### src/rtl/battle_attack_gen_if.sv
// Battle turn bus: keyboard/HP inputs towards the attack generator and hit/animation results back.
interface battle_attack_gen_if;
    logic       col_e;
    logic       boss;
    logic [7:0] key_in;
    logic       key_valid;
    logic [7:0] HP_player;
    logic [7:0] HP_enemy;
    logic [6:0] player_hit;
    logic [7:0] enemy_hit;
    logic       hit_valid;
    logic [2:0] p_attack;
    logic [2:0] e_attack;
    logic       battle_active;
    logic       battle_won;
    logic       battle_lost;

    modport master (
        output col_e, boss, key_in, key_valid, HP_player, HP_enemy,
        input  player_hit, enemy_hit, hit_valid, p_attack, e_attack,
               battle_active, battle_won, battle_lost
    );

    modport slave (
        input  col_e, boss, key_in, key_valid, HP_player, HP_enemy,
        output player_hit, enemy_hit, hit_valid, p_attack, e_attack,
               battle_active, battle_won, battle_lost
    );
endinterface

### src/rtl/battle_attack_gen.sv
// Turn-based battle sequencer: player key attacks, delayed enemy strikes, HP check and win/loss latch.
module battle_attack_gen #(
    parameter logic [15:0] DELAY_CYCLES = 16'd1000
) (
    input logic                clk_b,
    input logic                rst,
    battle_attack_gen_if.slave bus
);
    localparam logic [3:0] S_IDLE    = 4'd0;
    localparam logic [3:0] S_P_WAIT  = 4'd1;
    localparam logic [3:0] S_P_HIT   = 4'd2;
    localparam logic [3:0] S_E_DELAY = 4'd3;
    localparam logic [3:0] S_E_HIT   = 4'd4;
    localparam logic [3:0] S_SETTLE  = 4'd5;
    localparam logic [3:0] S_CHECK   = 4'd6;
    localparam logic [3:0] S_WON     = 4'd7;
    localparam logic [3:0] S_LOST    = 4'd8;

    localparam logic [7:0] KEY_LIGHT = 8'h1C;
    localparam logic [7:0] KEY_HEAVY = 8'h32;
    localparam logic [7:0] KEY_ACK   = 8'h5A;

    logic [3:0]  state, state_d;
    logic [7:0]  lfsr;
    logic [15:0] cnt, cnt_d;
    logic        boss_q, boss_q_d;
    logic        ret_enemy, ret_enemy_d;
    logic [6:0]  player_hit, player_hit_d;
    logic [7:0]  enemy_hit, enemy_hit_d;
    logic        hit_valid, hit_valid_d;
    logic [2:0]  p_attack, p_attack_d;
    logic [2:0]  e_attack, e_attack_d;
    logic        battle_active, battle_active_d;
    logic        battle_won, battle_won_d;
    logic        battle_lost, battle_lost_d;
    logic [6:0]  enemy_base_c;

    assign bus.player_hit    = player_hit;
    assign bus.enemy_hit     = enemy_hit;
    assign bus.hit_valid     = hit_valid;
    assign bus.p_attack      = p_attack;
    assign bus.e_attack      = e_attack;
    assign bus.battle_active = battle_active;
    assign bus.battle_won    = battle_won;
    assign bus.battle_lost   = battle_lost;

    // Base enemy damage 5..20; boss doubling is a left shift of this
    assign enemy_base_c = 7'd5 + 7'(lfsr[3:0]);

    always_ff @(posedge clk_b or posedge rst) begin
        if (rst) begin
            state         <= S_IDLE;
            lfsr          <= 8'hA5;
            cnt           <= 16'd0;
            boss_q        <= 1'b0;
            ret_enemy     <= 1'b0;
            player_hit    <= 7'd0;
            enemy_hit     <= 8'd0;
            hit_valid     <= 1'b0;
            p_attack      <= 3'd0;
            e_attack      <= 3'd0;
            battle_active <= 1'b0;
            battle_won    <= 1'b0;
            battle_lost   <= 1'b0;
        end else begin
            state         <= state_d;
            lfsr          <= {lfsr[6:0], lfsr[7] ^ lfsr[5] ^ lfsr[4] ^ lfsr[3]};
            cnt           <= cnt_d;
            boss_q        <= boss_q_d;
            ret_enemy     <= ret_enemy_d;
            player_hit    <= player_hit_d;
            enemy_hit     <= enemy_hit_d;
            hit_valid     <= hit_valid_d;
            p_attack      <= p_attack_d;
            e_attack      <= e_attack_d;
            battle_active <= battle_active_d;
            battle_won    <= battle_won_d;
            battle_lost   <= battle_lost_d;
        end
    end

    always_comb begin
        state_d      = state;
        cnt_d        = 16'd0;
        boss_q_d     = boss_q;
        ret_enemy_d  = ret_enemy;
        player_hit_d = player_hit;
        enemy_hit_d  = enemy_hit;
        hit_valid_d  = 1'b0;
        p_attack_d   = p_attack;
        e_attack_d   = e_attack;
        battle_won_d = battle_won;
        battle_lost_d = battle_lost;

        case (state)
            S_IDLE: begin
                battle_won_d  = 1'b0;
                battle_lost_d = 1'b0;
                if (bus.col_e) begin
                    boss_q_d   = bus.boss;
                    p_attack_d = 3'd0;
                    e_attack_d = 3'd0;
                    state_d    = S_P_WAIT;
                end
            end
            S_P_WAIT: begin
                if (bus.key_valid && bus.key_in == KEY_LIGHT) begin
                    enemy_hit_d  = 8'd10 + 8'(lfsr[2:0]);
                    player_hit_d = 7'd0;
                    p_attack_d   = 3'd1;
                    hit_valid_d  = 1'b1;
                    state_d      = S_P_HIT;
                end else if (bus.key_valid && bus.key_in == KEY_HEAVY) begin
                    player_hit_d = 7'd0;
                    hit_valid_d  = 1'b1;
                    state_d      = S_P_HIT;
                    if (lfsr[7:6] == 2'b00) begin
                        enemy_hit_d = 8'd0;
                        p_attack_d  = 3'd3;
                    end else begin
                        enemy_hit_d = 8'd20 + 8'(lfsr[3:0]);
                        p_attack_d  = 3'd2;
                    end
                end
            end
            S_P_HIT: begin
                ret_enemy_d = 1'b0;
                state_d     = S_SETTLE;
            end
            S_E_DELAY: begin
                // Strike values load on the terminal count so they are valid with the E_HIT strobe
                if (cnt == 16'(DELAY_CYCLES - 16'd1)) begin
                    player_hit_d = boss_q ? {enemy_base_c[5:0], 1'b0} : enemy_base_c;
                    enemy_hit_d  = 8'd0;
                    e_attack_d   = 3'd1;
                    hit_valid_d  = 1'b1;
                    state_d      = S_E_HIT;
                end else begin
                    cnt_d = cnt + 16'd1;
                end
            end
            S_E_HIT: begin
                ret_enemy_d = 1'b1;
                state_d     = S_SETTLE;
            end
            S_SETTLE: begin
                state_d = S_CHECK;
            end
            S_CHECK: begin
                if (bus.HP_enemy == 8'd0) begin
                    battle_won_d = 1'b1;
                    state_d      = S_WON;
                end else if (bus.HP_player == 8'd0) begin
                    battle_lost_d = 1'b1;
                    state_d       = S_LOST;
                end else begin
                    p_attack_d = 3'd0;
                    e_attack_d = 3'd0;
                    state_d    = ret_enemy ? S_P_WAIT : S_E_DELAY;
                end
            end
            S_WON, S_LOST: begin
                if (bus.key_valid && bus.key_in == KEY_ACK) begin
                    battle_won_d  = 1'b0;
                    battle_lost_d = 1'b0;
                    state_d       = S_IDLE;
                end
            end
            default: begin
                state_d = S_IDLE;
            end
        endcase

        battle_active_d = (state_d != S_IDLE) && (state_d != S_WON) && (state_d != S_LOST);
    end
endmodule

### src/flat_wrapper.sv
// flat-port wrapper written by rule: the top's interface ports become plain ports
module battle_attack_gen_flat 
#(
    parameter logic [15:0] DELAY_CYCLES = 16'd1000
)
  (clk_b, rst, bus_col_e, bus_boss, bus_key_in, bus_key_valid, bus_HP_player, bus_HP_enemy, bus_player_hit, bus_enemy_hit, bus_hit_valid, bus_p_attack, bus_e_attack, bus_battle_active, bus_battle_won, bus_battle_lost);
  battle_attack_gen_if bus_i ();
  input logic clk_b;
  input logic rst;
  input wire logic [$bits(bus_i.col_e)-1:0] bus_col_e;
  input wire logic [$bits(bus_i.boss)-1:0] bus_boss;
  input wire logic [$bits(bus_i.key_in)-1:0] bus_key_in;
  input wire logic [$bits(bus_i.key_valid)-1:0] bus_key_valid;
  input wire logic [$bits(bus_i.HP_player)-1:0] bus_HP_player;
  input wire logic [$bits(bus_i.HP_enemy)-1:0] bus_HP_enemy;
  output wire logic [$bits(bus_i.player_hit)-1:0] bus_player_hit;
  output wire logic [$bits(bus_i.enemy_hit)-1:0] bus_enemy_hit;
  output wire logic [$bits(bus_i.hit_valid)-1:0] bus_hit_valid;
  output wire logic [$bits(bus_i.p_attack)-1:0] bus_p_attack;
  output wire logic [$bits(bus_i.e_attack)-1:0] bus_e_attack;
  output wire logic [$bits(bus_i.battle_active)-1:0] bus_battle_active;
  output wire logic [$bits(bus_i.battle_won)-1:0] bus_battle_won;
  output wire logic [$bits(bus_i.battle_lost)-1:0] bus_battle_lost;
  assign bus_i.col_e = bus_col_e;
  assign bus_i.boss = bus_boss;
  assign bus_i.key_in = bus_key_in;
  assign bus_i.key_valid = bus_key_valid;
  assign bus_i.HP_player = bus_HP_player;
  assign bus_i.HP_enemy = bus_HP_enemy;
  assign bus_player_hit = bus_i.player_hit;
  assign bus_enemy_hit = bus_i.enemy_hit;
  assign bus_hit_valid = bus_i.hit_valid;
  assign bus_p_attack = bus_i.p_attack;
  assign bus_e_attack = bus_i.e_attack;
  assign bus_battle_active = bus_i.battle_active;
  assign bus_battle_won = bus_i.battle_won;
  assign bus_battle_lost = bus_i.battle_lost;
  battle_attack_gen #(.DELAY_CYCLES(DELAY_CYCLES)) u_core (.clk_b(clk_b), .rst(rst), .bus(bus_i));
endmodule
### config.mk
export PLATFORM = sky130hd
export DESIGN_NAME = battle_attack_gen_flat
export DESIGN_NICKNAME = d
export VERILOG_FILES = /design/src/rtl/battle_attack_gen_if.sv /design/src/rtl/battle_attack_gen.sv /design/src/flat_wrapper.sv
export SDC_FILE = /design/constraint.sdc
export NUM_CORES = 1
export LEC_CHECK = 0
export BUFFER_PORTS_ARGS = -buffer_cell sky130_fd_sc_hd__buf_2
export CAP_MARGIN = 0
export CELL_PAD_IN_SITES_DETAIL_PLACEMENT = 1
export CELL_PAD_IN_SITES_GLOBAL_PLACEMENT = 2
export CORE_MARGIN = 5
export CORE_UTILIZATION = 37
export DETAILED_ROUTE_END_ITERATION = 7
export GPL_TIMING_DRIVEN = 0
export PLACE_DENSITY_LB_ADDON = 0.1
export SLEW_MARGIN = 20
export SYNTH_ARGS = -nofsm -noshare
export SYNTH_HDL_FRONTEND = slang
export SYNTH_SLANG_ARGS = --single-unit
### constraint.sdc
create_clock -name clk_b -period 4.3 [get_ports clk_b]
set_input_delay 0.86 -clock clk_b [delete_from_list [all_inputs] [get_ports clk_b]]
set_output_delay 0.86 -clock clk_b [all_outputs]
set_load 0.02 [all_outputs]
# Word level (Yosys, flattened, before mapping)
# Index checks and enable logic that the tools add are counted.
dict set report totals {
  reg_bits 55
  latchBits 0
  ram_bits 0
  romBits 0
  input_bits 29
  elab_cells 106
  memories 0
}
dict set report classes {
  addsub 4
  n_mul 0
  n_div 0
  n_lt_le_gt_ge 0
  n_eq_ne 22
  shifts 0
  mux 41
  bitwise_logic 3
  reduce_logical 23
}
# cell n
set ops {}
lappend ops {{$mux W16} 2}
lappend ops {{$mux W8} 4}
lappend ops {{$mux W4} 7}
lappend ops {{$mux W7} 4}
lappend ops {{$pmux W4 S7} 1}
lappend ops {{$mux W3} 6}
lappend ops {{$pmux W3 S3} 2}
lappend ops {{$add A16 B1 Y16 const B} 1}
lappend ops {{$eq A16 B10 Y1 const B} 1}
lappend ops {{$eq A4 B3 Y1 const B} 4}
lappend ops {{$logic_not A8 Y1} 2}
lappend ops {{$pmux W8 S2} 1}
lappend ops {{$pmux W7 S2} 1}
lappend ops {{$reduce_and A5 Y1} 2}
lappend ops {{$reduce_bool A3 Y1} 3}
lappend ops {{$eq A4 B2 Y1 const B} 2}
lappend ops {{$eq A8 B5 Y1 const B} 1}
lappend ops {{$eq A8 B6 Y1 const B} 1}
lappend ops {{$eq A8 B7 Y1 const B} 1}
lappend ops {{$mux W1} 8}
lappend ops {{$ne A2 B1 Y1 const B} 4}
lappend ops {{$add A5 B4 Y6 const A} 1}
lappend ops {{$ne A2 B2 Y1 const B} 3}
lappend ops {{$pmux W1 S3} 2}
lappend ops {{19 further kinds} 29}

# Logic depth before layout (Yosys ltp)
# Gate-level depths: netlist of run 1.
dict set report logic_depth {
  ltp_word 8
  depth_mapped 7
  mapped_depth_nobuf 7
}

# Worst setup path before layout of run 1
# OpenSTA, ideal clock, no wires.
dict set report synth_timing {
  path_kind {input-to-reg}
  start {input bus_key_in[1]}
  end {register u_core.enemy_hit[0] (netlist: u_core.bus.enemy_hit[0])}
  setup_time_ns 0.125
  arrival_ns 2.410
  required_ns 4.175
  slack_ns 1.766
  path_stages 5
  path_buffers 1
  cell_sequence {or4bb_1 > a211oi_2 > o2111a_1 > buf_6 > mux2_2}
}
dict set report synth_via {
  elab_chain_cells 4
}
# element line
set synth_rtl {}
lappend synth_rtl {{start, declared} flat_wrapper.sv:12} ;# input wire logic [$bits(bus_i.key_in)-1:0] bus_key_in;
lappend synth_rtl {{$eq A8 B6 Y1 / $eq A8 B5 Y1 (equally long branches)} {battle_attack_gen.sv:113, battle_attack_gen.sv:107}}
lappend synth_rtl {{$logic_and A1 B1 Y1, on equally long branches} {battle_attack_gen.sv:113, battle_attack_gen.sv:107}}
lappend synth_rtl {{$ne A3 B1 Y1 (no source line) / $mux W8 (equally long branches)} -}
lappend synth_rtl {{$reduce_and A3 Y1 (no source line) / $pmux W8 S2 (equally long branches)} -}
lappend synth_rtl {{end signal, assigned} battle_attack_gen.sv:72} ;# enemy_hit <= enemy_hit_d;
lappend synth_rtl {{end, declared} battle_attack_gen.sv:29} ;# logic [7:0] enemy_hit, enemy_hit_d;
# Parallel ways exist; a longest one is shown, timed or not.
# A chain may end at the register's enable or synchronous reset.

# Worst setup path in the final report of run 1
dict set report layout_timing {
  start {input bus_key_in[1]}
  end {register u_core.player_hit[3] (netlist: u_core.bus.player_hit[3])}
}
dict set report layout_via {
  elab_chain_cells 4
}
# element line
set layout_rtl {}
lappend layout_rtl {{$eq A8 B6 Y1 / $eq A8 B5 Y1 (equally long branches)} {battle_attack_gen.sv:113, battle_attack_gen.sv:107}}
lappend layout_rtl {{$logic_and A1 B1 Y1, on equally long branches} {battle_attack_gen.sv:113, battle_attack_gen.sv:107}}
lappend layout_rtl {{$ne A3 B1 Y1 (no source line) / $mux W7 (equally long branches)} -}
lappend layout_rtl {{$reduce_and A3 Y1 (no source line) / $pmux W7 S2 (equally long branches)} -}
lappend layout_rtl {{end signal, assigned} battle_attack_gen.sv:71} ;# player_hit <= player_hit_d;
lappend layout_rtl {{end, declared} battle_attack_gen.sv:28} ;# logic [6:0] player_hit, player_hit_d;
# Parallel ways exist; a longest one is shown, timed or not.

==> impl_metrics.prom, run 1 <==
# TYPE chip_impl_metric gauge
chip_impl_metric{name="share_clk_of_total_power",unit="%"} 21.4
chip_impl_metric{name="final_antenna_net_count",unit=""} 0
chip_impl_info{name="outcome",value="complete, no violations"} 1
chip_impl_info{name="whs_endpoint",value="u_core.lfsr[5]"} 1
chip_impl_metric{name="yosys_warnings",unit=""} 0
chip_impl_metric{name="tritoncts.num_buffers",unit=""} 5
chip_impl_metric{name="synth-seq-area-share",unit="%"} 46.9
chip_impl_metric{name="routed-wl-met3",unit="um"} 285
chip_impl_info{name="setup.worst_path.start_class",value="primary input"} 1
chip_impl_metric{name="async_reset_ff_share",unit="%"} 100
chip_impl_info{name="cts_root_buffer",value="sky130_fd_sc_hd__clkbuf_8"} 1
chip_impl_metric{name="grt_first_pass_wirelength",unit="um"} 10800
chip_impl_metric{name="die_h",unit="um"} 94.3
chip_impl_info{name="reg2reg_to",value="u_core.bus.player_hit[3]"} 1
chip_impl_metric{name="ctsResizeCount",unit=""} 0
chip_impl_metric{name="synth.avg_cell_area",unit="um2"} 10.2
chip_impl_info{name="worstReg2RegStart",value="u_core.cnt[3]"} 1
chip_impl_metric{name="starting_utilization_of_the_core_area",unit="%"} 38.2
chip_impl_info{name="rsz_0062_raised_after_global_routing",value="false"} 1
chip_impl_metric{name="combPwrFrac",unit="%"} 35.6
chip_impl_info{name="end_kind",value="flop"} 1
chip_impl_metric{name="synth_edf_count",unit=""} 0
chip_impl_metric{name="static_leak",unit="uW"} 0.00141
chip_impl_metric{name="die_w",unit="um"} 94.3
chip_impl_metric{name="cts_max_level",unit=""} 2
chip_impl_metric{name="wl",unit="um"} 6360
chip_impl_metric{name="drtIter0Drc",unit=""} 53
chip_impl_metric{name="ir_worst_vdd",unit="uV"} 186
chip_impl_metric{name="place_hpwl",unit="um"} 4930
chip_impl_metric{name="antenna_found_initial",unit=""} 0
chip_impl_metric{name="max_cap_viol_count",unit=""} 0
chip_impl_metric{name="worstHoldPathCells",unit=""} 0
chip_impl_metric{name="coreArea",unit="um2"} 6870
chip_impl_info{name="crit_family",value="compound AO/OA/AOI/OAI gates"} 1
chip_impl_metric{name="placement.io_buffers",unit=""} 47
chip_impl_metric{name="via_count",unit=""} 2105
chip_impl_metric{name="m1WireLength",unit="um"} 2900
chip_impl_info{name="cpMaxStageDelayCell",value="sky130_fd_sc_hd__or4bb_1"} 1
chip_impl_info{name="worstSetupPathType",value="primary input to flop"} 1
chip_impl_info{name="commonest_register_cell_after_synthesis",value="sky130_fd_sc_hd__dfrtp_1"} 1
chip_impl_metric{name="final.setup.tns",unit="ns"} 0
chip_impl_metric{name="num-fill-cells",unit=""} 810
chip_impl_metric{name="drv_slew",unit=""} 0
chip_impl_metric{name="routabilityCongestion",unit=""} 0.824
chip_impl_metric{name="endpoints_failing_setup",unit=""} 0
chip_impl_metric{name="rrSetupSlack",unit="ns"} 1.98
chip_impl_metric{name="synth.ff_latch_count",unit=""} 49
chip_impl_metric{name="power.share.switching",unit="%"} 34.9
chip_impl_metric{name="path_max_fanout",unit=""} 10
chip_impl_metric{name="number_of_global_route_vias_before_repair",unit=""} 2206
chip_impl_info{name="tritoncts",value="done"} 1
chip_impl_metric{name="grt_util_all_layers",unit="%"} 15.3
chip_impl_metric{name="cts_setup_buffers",unit=""} 0
chip_impl_metric{name="max_slew_margin",unit="%"} 57.1
chip_impl_metric{name="cts-hold-fix-buffers",unit=""} 0
chip_impl_metric{name="routed_via_density",unit=""} 5.08
chip_impl_metric{name="synth_cells",unit=""} 257
chip_impl_metric{name="critPathRequiredTime",unit="ns"} 4.48
chip_impl_metric{name="drtPass1Iterations",unit=""} 4
chip_impl_metric{name="worst-slew-pin-transition",unit="ns"} 0.638
chip_impl_metric{name="clkSlewWorstSetupHoldPaths",unit="ns"} 0.09
chip_impl_info{name="most-common-layout-cells",value="sky130_fd_sc_hd__buf_2 (47), sky130_fd_sc_hd__dfrtp_1 (45), sky130_fd_sc_hd__nor2_1 (30), sky130_fd_sc_hd__a21oi_1 (14)"} 1
chip_impl_metric{name="count_of_clock_tree_sinks",unit=""} 49
chip_impl_metric{name="clock_tree.buffer_depth",unit=""} 2
chip_impl_metric{name="post-route-period-util",unit="%"} 59.7
chip_impl_metric{name="layout_min_cycle_time",unit="ns"} 2.57
chip_impl_metric{name="insertedDiodeCount",unit=""} 0
chip_impl_metric{name="fin_nets",unit=""} 352
chip_impl_metric{name="post_route_cells_drive_above_1_share",unit="%"} 27.4
chip_impl_metric{name="number_of_primary_i_o_pins",unit=""} 54
chip_impl_metric{name="grt-ovfl-total",unit=""} 0
chip_impl_info{name="worstPathCellList",value="buf_2, or4bb_1, a211oi_2, o2111a_1, buf_6, mux2_2"} 1
chip_impl_metric{name="fmax",unit="MHz"} 389
chip_impl_metric{name="num_rows",unit=""} 30
chip_impl_metric{name="switching_power",unit="uW"} 438
chip_impl_info{name="highest_layer",value="met4"} 1
chip_impl_metric{name="area_added_between_synthesis_and_finish",unit="%"} 18.2
chip_impl_metric{name="synthesis.area",unit="um2"} 2630
chip_impl_metric{name="seq_power_share",unit="%"} 43.0
chip_impl_metric{name="intPower",unit="uW"} 817
chip_impl_metric{name="dr_wl_met2",unit="um"} 3080
chip_impl_metric{name="cell_count_of_the_worst_reg_to_reg_path",unit=""} 6
chip_impl_metric{name="worstPathBufferInverterCount",unit=""} 2
chip_impl_metric{name="critical-path-max-stage-delay",unit="ns"} 0.60
chip_impl_metric{name="cp_num_cells",unit=""} 6
chip_impl_metric{name="cellPowerDensity",unit="nW/um2"} 404
chip_impl_metric{name="post_drt_wl_per_cell",unit="um"} 15.4
chip_impl_info{name="timing.hold.worst.start",value="u_core.lfsr[4]"} 1
chip_impl_metric{name="worst_skew_pair.late_latency",unit="ns"} 0.30
chip_impl_metric{name="grt_max_degree",unit=""} 30
chip_impl_metric{name="worst-endpoint-arrival",unit="ns"} 2.75
chip_impl_metric{name="clock_skew",unit="ns"} 0.00991
chip_impl_metric{name="floorplan.die_area",unit="um2"} 8880
chip_impl_info{name="final_common_cell",value="sky130_fd_sc_hd__buf_2"} 1
chip_impl_metric{name="synthDistinctLibCells",unit=""} 54
chip_impl_metric{name="finalHoldViolCount",unit=""} 0
chip_impl_metric{name="hold_slack",unit="ns"} 0.406
chip_impl_metric{name="post-route-drc-count",unit=""} 0
chip_impl_info{name="hold_path.class",value="flop to flop"} 1
==> cell usage after synthesis, drive strengths merged (6+ instances only) <==
cell type | number | share of area [%]
dfrtp | 45 | 43
nor2 | 30 | 4.3
a21oi | 14 | 2.7
inv | 12 | 1.7
mux2 | 12 | 5.1
xnor2 | 11 | 3.7
nand2 | 10 | 1.4
nand3 | 10 | 1.9
buf | 9 | 2.7
nor4 | 8 | 1.9
xor2 | 7 | 2.3
and3 | 6 | 1.6
ha | 6 | 2.9
nor3 | 6 | 1.3
==> registers in the layout, summed over array words and instances, names as in the netlist, 2 cells and up <==
name,flops
u_core.cnt,16
u_core.state,4
u_core.bus.player_hit,6
u_core.bus.p_attack,2
u_core.bus.enemy_hit,6
u_core.lfsr,8
==> power groups by stage <==
stage               logic [uW]  clock network, uW  registers, uW
floorplan                  297                  0            577
global placement           440                  0            547
detailed placement         448                  0            549
CTS                        450                286            541
global route               489                302            546
finish                     446                269            540
==> routing by layer <==
layer | vias up | global-route usage, %
met2 | 49 | 26.2
li1 | 1035 | -
met5 | - | 0
met1 | 1012 | 19.5
met3 | 9 | 3.04
met4 | 0 | 3.97
==> worst max path at each step <==
stage	from	endpoint	slack [ns]
CTS	bus_key_in[1]	u_core.bus.player_hit[3]	1.73
detailed placement	bus_key_in[1]	u_core.bus.player_hit[3]	1.45
finish	bus_key_in[1]	u_core.bus.player_hit[3]	1.73
global route	bus_key_in[1]	u_core.bus.player_hit[5]	1.67
floorplan	bus_key_in[1]	u_core.bus.enemy_hit[0]	1.77
global placement	bus_key_in[1]	u_core.bus.player_hit[4]	1.44
==> worst register-to-register path: stages (launching register included) <==
cell and delay, ns:
sky130_fd_sc_hd__dfrtp_1 0.46, sky130_fd_sc_hd__nor4_1 0.32, sky130_fd_sc_hd__nand4_1 0.26, sky130_fd_sc_hd__nand2_1 0.30, sky130_fd_sc_hd__o2111a_1 0.34, sky130_fd_sc_hd__buf_6 0.18, sky130_fd_sc_hd__mux2_2 0.34
==> area by class of cell <==
class	count	area, um2	area share (%)
buffer	14	91.3	2.94
clock buffer	7	76.3	2.46
clock inverter	1	8.76	0.282
inverter	12	45.0	1.45
multi-input combinational	187	1280	41.1
sequential	49	1230	39.6
tap	96	120	3.87
timing repair buffer	48	255	8.22
==> logic make-up after synthesis <==
kind of cell,share of synthesized area [%]
AND/OR/NAND/NOR,21.2
flip-flops,46.9
AO/OA/AOI/OAI,10.6
buffers and inverters,5.19
XOR/XNOR,6.00
multiplexers,7.05
adder cells (fa/ha/maj),2.86
other,0.143
==> through the flow <==
stage / setup WS (ns) / utilization (%) / instance area, um2 / power, uW / std cells
detailed placement: 1.45 / 44.0 / 3020 / 997 / 406
finish: 1.73 / 45.2 / 3110 / 1250 / 414
floorplan: 1.77 / - / 2650 / 873 / 262
CTS: 1.73 / 45.2 / 3110 / 1280 / 414
global placement: 1.44 / 43.7 / 3000 / 987 / 405
global route: 1.67 / 45.2 / 3110 / 1340 / 414
Note: power is estimated with default switching activity, not from simulation.
==> inputs of run 2 (changes only) <==
Settings changed: CORE_UTILIZATION 37 to 31.
Clock period 4.3 ns to 2.3 ns, I/O delays scaled along.
==> run 2 against run 1 <==
Net effect:
- core utilization down 6.9 points
- register-to-register slack worse by 1.8 ns
- largest cell class unchanged
- clock power is 100% higher
- total power grew 90%
- critical path type is now flop to flop
- wire length increased by 2.0%
- sequential share of layout area is 0.50 points lower
- design area increased by 1.3%
- final cell count up 2.2%
- sequential power increased by 87%
- global-route usage decreased by 2.0 points
- hold slack got worse by 0.28 ns
- flip-flop and latch count unchanged
==> impl_metrics.prom, run 2 (synthesized netlist as in run 1, its figures left out) <==
# TYPE chip_impl_metric gauge
chip_impl_metric{name="finalHoldViolCount",unit=""} 0
chip_impl_metric{name="antenna_found_initial",unit=""} 0
chip_impl_metric{name="number_of_global_route_vias_before_repair",unit=""} 2238
chip_impl_metric{name="clock_skew",unit="ns"} 0.00578
chip_impl_metric{name="grt-ovfl-total",unit=""} 0
chip_impl_info{name="largestRegisters",value="u_core.cnt (16), u_core.lfsr (8)"} 1
chip_impl_metric{name="fmax",unit="MHz"} 470
chip_impl_info{name="most-common-layout-cells",value="sky130_fd_sc_hd__buf_2 (47), sky130_fd_sc_hd__dfrtp_1 (45), sky130_fd_sc_hd__nor2_1 (30), sky130_fd_sc_hd__a21oi_1 (14)"} 1
chip_impl_metric{name="critPathRequiredTime",unit="ns"} 2.45
chip_impl_metric{name="grt_util_all_layers",unit="%"} 13.2
chip_impl_metric{name="cp_num_cells",unit=""} 5
chip_impl_info{name="cpMaxStageDelayCell",value="sky130_fd_sc_hd__or4b_4"} 1
chip_impl_metric{name="worst_skew_pair.late_latency",unit="ns"} 0.30
chip_impl_metric{name="place_hpwl",unit="um"} 5090
chip_impl_metric{name="worst-slew-pin-transition",unit="ns"} 0.683
chip_impl_metric{name="cellPowerDensity",unit="nW/um2"} 760
chip_impl_metric{name="cts_max_level",unit=""} 2
chip_impl_info{name="worstSetupPathType",value="flop to flop"} 1
chip_impl_metric{name="post_route_cells_drive_above_1_share",unit="%"} 29.2
chip_impl_metric{name="post-route-drc-count",unit=""} 0
chip_impl_info{name="cts_root_buffer",value="sky130_fd_sc_hd__clkbuf_8"} 1
chip_impl_info{name="hold_path.class",value="primary input to async pin"} 1
chip_impl_metric{name="postLayoutCoreUtil",unit="%"} 38.3
chip_impl_metric{name="max_slew_margin",unit="%"} 54.0
chip_impl_metric{name="die_w",unit="um"} 102
chip_impl_info{name="outcome",value="complete, no violations"} 1
chip_impl_metric{name="cts-hold-fix-buffers",unit=""} 0
chip_impl_metric{name="post-layout-total-power",unit="uW"} 2390
chip_impl_metric{name="wl",unit="um"} 6480
chip_impl_info{name="largest-register",value="u_core.cnt"} 1
chip_impl_metric{name="postLayoutCellArea",unit="um2"} 3150
chip_impl_metric{name="routed_via_density",unit=""} 4.98
chip_impl_metric{name="placement.io_buffers",unit=""} 47
chip_impl_metric{name="clock_tree.buffer_depth",unit=""} 2
chip_impl_metric{name="layout_min_cycle_time",unit="ns"} 2.13
chip_impl_metric{name="critical-path-max-stage-delay",unit="ns"} 0.51
chip_impl_metric{name="drv_slew",unit=""} 0
chip_impl_metric{name="final_antenna_net_count",unit=""} 0
chip_impl_metric{name="count_of_clock_tree_sinks",unit=""} 49
chip_impl_metric{name="endpoints_failing_setup",unit=""} 0
chip_impl_metric{name="insertedDiodeCount",unit=""} 0
chip_impl_metric{name="number_of_flip_flops_in_the_largest_register",unit=""} 16
chip_impl_metric{name="final.setup.tns",unit="ns"} 0
chip_impl_metric{name="number_of_primary_i_o_pins",unit=""} 54
chip_impl_metric{name="via_count",unit=""} 2105
chip_impl_info{name="worstPathCellList",value="clkbuf_2, or4b_4, a2111o_1, a211oi_2, o22ai_1"} 1
chip_impl_info{name="tritoncts",value="done"} 1
chip_impl_metric{name="starting_utilization_of_the_core_area",unit="%"} 32.0
chip_impl_info{name="setup.worst_path.start_class",value="flop"} 1
chip_impl_metric{name="layout_setup_ws",unit="ns"} 0.172
chip_impl_metric{name="floorplan.die_area",unit="um2"} 10400
chip_impl_metric{name="die_h",unit="um"} 102
chip_impl_metric{name="post_drt_wl_per_cell",unit="um"} 15.3
chip_impl_metric{name="grt_first_pass_wirelength",unit="um"} 11000
chip_impl_metric{name="path_max_fanout",unit=""} 10
chip_impl_metric{name="cell_count_of_the_worst_reg_to_reg_path",unit=""} 5
chip_impl_metric{name="fin_nets",unit=""} 352
chip_impl_metric{name="area_added_between_synthesis_and_finish",unit="%"} 19.8
chip_impl_metric{name="max_cap_viol_count",unit=""} 0
chip_impl_metric{name="detailedPlace.worstSlack",unit="ns"} -0.166
chip_impl_info{name="end_kind",value="flop"} 1
chip_impl_metric{name="post-route-period-util",unit="%"} 92.5
chip_impl_metric{name="place_area",unit="um2"} 3030
chip_impl_info{name="rsz_0062_raised_after_global_routing",value="false"} 1
chip_impl_metric{name="num_rows",unit=""} 33
chip_impl_metric{name="num-fill-cells",unit=""} 977
chip_impl_metric{name="grt_max_degree",unit=""} 34
chip_impl_metric{name="drtIter0Drc",unit=""} 50
chip_impl_metric{name="routabilityCongestion",unit=""} 0.732
chip_impl_metric{name="static_leak",unit="uW"} 0.00143
chip_impl_metric{name="coreArea",unit="um2"} 8220
chip_impl_metric{name="worstPathBufferInverterCount",unit=""} 1
chip_impl_metric{name="ir_worst_vdd",unit="uV"} 385
chip_impl_info{name="crit_family",value="compound AO/OA/AOI/OAI gates"} 1
chip_impl_info{name="final_common_cell",value="sky130_fd_sc_hd__buf_2"} 1
chip_impl_metric{name="tritoncts.num_buffers",unit=""} 5
chip_impl_metric{name="worst-endpoint-arrival",unit="ns"} 2.28
chip_impl_metric{name="clkSlewWorstSetupHoldPaths",unit="ns"} 0.10
chip_impl_metric{name="drtPass1Iterations",unit=""} 4
run 2: repair_timing:
action                     4_1_cts  5_1_grt
pin swaps                        0        1
resized for setup                1        2
buffers inserted                 0        1
setup endpoints to repair        8       10
run 2: power by group:
group          total (uW)  internal [uW]  switching [uW]  leakage, uW
combinational         831            354             477     0.000721
clock                 548            245             304    0.0000512
sequential           1010            956            54.3     0.000654
run 2: final timing paths:
| kind | start | endpoint | slack (ns) |
|---|---|---|---|
| worst max-delay path | u_core.state[3] | u_core.bus.p_attack[1] | 0.17 |
| worst min-delay path | rst | u_core.cnt[13] | 0.13 |
| worst max register to register | u_core.state[3] | u_core.bus.p_attack[1] | 0.17 |
| worst min register to register | u_core.lfsr[4] | u_core.lfsr[5] | 0.40 |
| max in group asynchronous | rst | u_core.lfsr[0] | 1.58 |
| min in group clk_b | bus_boss | u_core.boss_q | 0.39 |
run 2: layout make-up:
type | count | area (um2) | area share, %
Buffer | 13 | 87.6 | 2.78
Clock buffer | 6 | 82.6 | 2.63
Clock inverter | 2 | 13.8 | 0.438
Inverter | 12 | 45.0 | 1.43
Multi-Input combinational cell | 187 | 1290 | 41.1
Sequential cell | 49 | 1230 | 39.1
Tap cell | 105 | 131 | 4.18
Timing Repair Buffer | 49 | 263 | 8.35
run 2: stage by stage:
stage,hold slack (ns),instances
finish,0.131,423
global route,0.145,423
CTS,0.140,423
detailed placement,0.389,415
global placement,0.385,414
floorplan,0.372,262
run 2: layer usage:
layer	part of all wire, %	global-route usage (%)	wire (um)	vias up
met2	50	22.6	3220	34
met4	1.0	3.33	68	0
met1	45	17.2	2900	1037
met3	4.6	2.73	297	8
met5	0	0	0	-
li1	-	-	-	1026
==> inputs of run 3 (changes only) <==
Settings changed: CORE_ASPECT_RATIO from default to 1.25, CORE_UTILIZATION 31 to 37.
Clock period 2.3 ns to 2.7 ns, I/O delays scaled along.
==> run 3 against run 2 <==
Net effect:
- total power fell by 11%
- die area fell by 15%
- flip-flop and latch count did not move
- register-to-register slack improved by 0.13 ns
- fmax fell by 11%
- sequential power fell by 15%
- critical endpoint is now u_core.bus.player_hit[5]
- hold slack improved by 0.14 ns
- largest power group unchanged
- final cell count fell by 3.5%
==> impl_metrics.prom, run 3 (synthesized netlist as in run 1, its figures left out) <==
# TYPE chip_impl_metric gauge
chip_impl_metric{name="number_of_flip_flops_in_the_largest_register",unit=""} 16
chip_impl_metric{name="post_drt_wl_per_cell",unit="um"} 15.4
chip_impl_metric{name="cell_count_of_the_worst_reg_to_reg_path",unit=""} 6
chip_impl_metric{name="clock_skew",unit="ns"} 0.00397
chip_impl_info{name="end_kind",value="flop"} 1
chip_impl_metric{name="post-route-period-util",unit="%"} 88.9
chip_impl_info{name="tritoncts",value="done"} 1
chip_impl_metric{name="starting_utilization_of_the_core_area",unit="%"} 37.9
chip_impl_metric{name="grt_first_pass_wirelength",unit="um"} 10900
chip_impl_metric{name="grt_max_degree",unit=""} 26
chip_impl_metric{name="area_added_between_synthesis_and_finish",unit="%"} 19.4
chip_impl_info{name="worstSetupPathType",value="flop to flop"} 1
chip_impl_metric{name="drtIter0Drc",unit=""} 75
chip_impl_metric{name="clkSlewWorstSetupHoldPaths",unit="ns"} 0.09
chip_impl_metric{name="cellPowerDensity",unit="nW/um2"} 679
chip_impl_metric{name="ctsResizeCount",unit=""} 0
chip_impl_metric{name="die_h",unit="um"} 104
chip_impl_metric{name="placed_cells",unit=""} 400
chip_impl_metric{name="final_antenna_net_count",unit=""} 0
chip_impl_info{name="final_common_cell",value="sky130_fd_sc_hd__buf_2"} 1
chip_impl_metric{name="fin_nets",unit=""} 352
chip_impl_metric{name="critical-path-max-stage-delay",unit="ns"} 0.46
chip_impl_metric{name="place_area",unit="um2"} 3010
chip_impl_info{name="rsz_0062_raised_after_global_routing",value="false"} 1
chip_impl_metric{name="routabilityCongestion",unit=""} 0.743
chip_impl_metric{name="via_count",unit=""} 2113
chip_impl_metric{name="cp_num_cells",unit=""} 6
chip_impl_metric{name="worst-slew-pin-transition",unit="ns"} 0.700
chip_impl_info{name="worstPathCellList",value="nor4_1, nand4_1, nand2_1, o2111a_1, buf_6, mux2_2"} 1
chip_impl_metric{name="path_max_fanout",unit=""} 10
chip_impl_metric{name="cts-hold-fix-buffers",unit=""} 0
chip_impl_metric{name="grt-ovfl-total",unit=""} 0
chip_impl_metric{name="worst_skew_pair.late_latency",unit="ns"} 0.30
chip_impl_metric{name="wl",unit="um"} 6270
chip_impl_metric{name="drtPass1Iterations",unit=""} 4
chip_impl_metric{name="antenna_found_initial",unit=""} 0
chip_impl_metric{name="place_hpwl",unit="um"} 4910
chip_impl_info{name="hold_path.class",value="primary input to async pin"} 1
chip_impl_metric{name="endpoints_failing_setup",unit=""} 0
chip_impl_info{name="largestRegisters",value="u_core.cnt (16), u_core.lfsr (8)"} 1
chip_impl_metric{name="worstPathBufferInverterCount",unit=""} 1
chip_impl_metric{name="max_slew_margin",unit="%"} 52.9
chip_impl_info{name="crit_family",value="simple AND/OR/NAND/NOR gates"} 1
chip_impl_metric{name="finalHoldViolCount",unit=""} 0
chip_impl_metric{name="postLayoutCellArea",unit="um2"} 3140
chip_impl_metric{name="routed_via_density",unit=""} 5.18
chip_impl_metric{name="max_cap_viol_count",unit=""} 0
chip_impl_metric{name="clock_tree.buffer_depth",unit=""} 2
chip_impl_info{name="cts_root_buffer",value="sky130_fd_sc_hd__clkbuf_8"} 1
chip_impl_metric{name="grt_util_all_layers",unit="%"} 14.8
chip_impl_metric{name="number_of_global_route_vias_before_repair",unit=""} 2287
chip_impl_metric{name="static_leak",unit="uW"} 0.00143
chip_impl_metric{name="insertedDiodeCount",unit=""} 0
chip_impl_metric{name="final.setup.tns",unit="ns"} 0
chip_impl_metric{name="drv_slew",unit=""} 0
chip_impl_metric{name="worst-endpoint-arrival",unit="ns"} 2.59
chip_impl_metric{name="number_of_primary_i_o_pins",unit=""} 54
chip_impl_metric{name="layout_min_cycle_time",unit="ns"} 2.40
chip_impl_metric{name="die_w",unit="um"} 85.4
chip_impl_info{name="largest-register",value="u_core.cnt"} 1
chip_impl_metric{name="post-route-drc-count",unit=""} 0
chip_impl_info{name="cpMaxStageDelayCell",value="sky130_fd_sc_hd__dfrtp_1"} 1
chip_impl_metric{name="post_route_cells_drive_above_1_share",unit="%"} 28.0
chip_impl_metric{name="count_of_clock_tree_sinks",unit=""} 49
chip_impl_metric{name="floorplan.die_area",unit="um2"} 8890
chip_impl_info{name="outcome",value="complete, no violations"} 1
chip_impl_info{name="most-common-layout-cells",value="sky130_fd_sc_hd__buf_2 (47), sky130_fd_sc_hd__dfrtp_1 (45), sky130_fd_sc_hd__nor2_1 (30), sky130_fd_sc_hd__a21oi_1 (14)"} 1
chip_impl_metric{name="fmax",unit="MHz"} 417
chip_impl_metric{name="critPathRequiredTime",unit="ns"} 2.89
chip_impl_metric{name="coreArea",unit="um2"} 6930
chip_impl_metric{name="placement.io_buffers",unit=""} 47
chip_impl_metric{name="num_rows",unit=""} 34
chip_impl_info{name="setup.worst_path.start_class",value="flop"} 1
chip_impl_metric{name="num-fill-cells",unit=""} 812
chip_impl_metric{name="cts_max_level",unit=""} 2
chip_impl_metric{name="cts_setup_buffers",unit=""} 0
chip_impl_metric{name="final_cells",unit=""} 408
chip_impl_metric{name="tritoncts.num_buffers",unit=""} 5
chip_impl_metric{name="ir_worst_vdd",unit="uV"} 400
chip_impl_metric{name="post-layout-total-power",unit="uW"} 2130
## run 3: changes by cell type in the layout (fill, tap and decap cells not counted), sizes merged
cell / previous run / this run
clkinv: 2 / 0
buf: 58 / 57
bufinv: 0 / 1
clkbuf: 10 / 11
inv: 12 / 13
## run 3: layer usage
metal  share of wire [%]  track usage, %  vias to the layer above  routed length (um)
met3                 3.9            3.09                        6                 244
met4                 1.0            4.19                        0                  65
met1                  43            17.7                     1042                2710
met2                  52            26.3                       33                3250
li1                    -               -                     1032                   -
met5                   0               0                        -                   0
## run 3: worst paths after layout
| kind | startpoint | end | slack [ns] |
|---|---|---|---|
| worst min register to register | u_core.lfsr[4] | u_core.lfsr[5] | 0.41 |
| worst max-delay path | u_core.cnt[3] | u_core.bus.player_hit[5] | 0.30 |
| min in group clk_b | u_core.lfsr[4] | u_core.lfsr[5] | 0.41 |
| worst max register to register | u_core.cnt[3] | u_core.bus.player_hit[5] | 0.30 |
| max in group asynchronous | rst | u_core.state[1] | 1.90 |
| worst min-delay path | rst | u_core.bus.enemy_hit[3] | 0.27 |
## run 3: power breakdown
part / switching (uW) / total (uW) / internal [uW]
logic: 402 / 701 / 299
clock network: 260 / 568 / 308
registers: 46.4 / 861 / 815
total: 709 / 2130 / 1420
## run 3: final cells by class
class                      instances  area [um2]  area share (%)
timing repair buffer              48         255            8.14
sequential                        49        1230            39.3
clock buffer                       6        82.6            2.63
buffer                            14        91.3            2.91
clock inverter                     2        41.3            1.32
tap                               90         113            3.59
multi-input combinational        187        1280            40.7
inverter                          12        45.0            1.44
## run 3: per-stage QoR
step	util [%]	hold WS (ns)	setup WS (ns)
final	45.2	0.273	0.300
after global routing	45.2	0.312	0.0636
after CTS	45.2	0.279	0.256
after detailed placement	43.5	0.396	0.159
after global placement	43.2	0.385	0.155
after floorplan	-	0.372	0.486
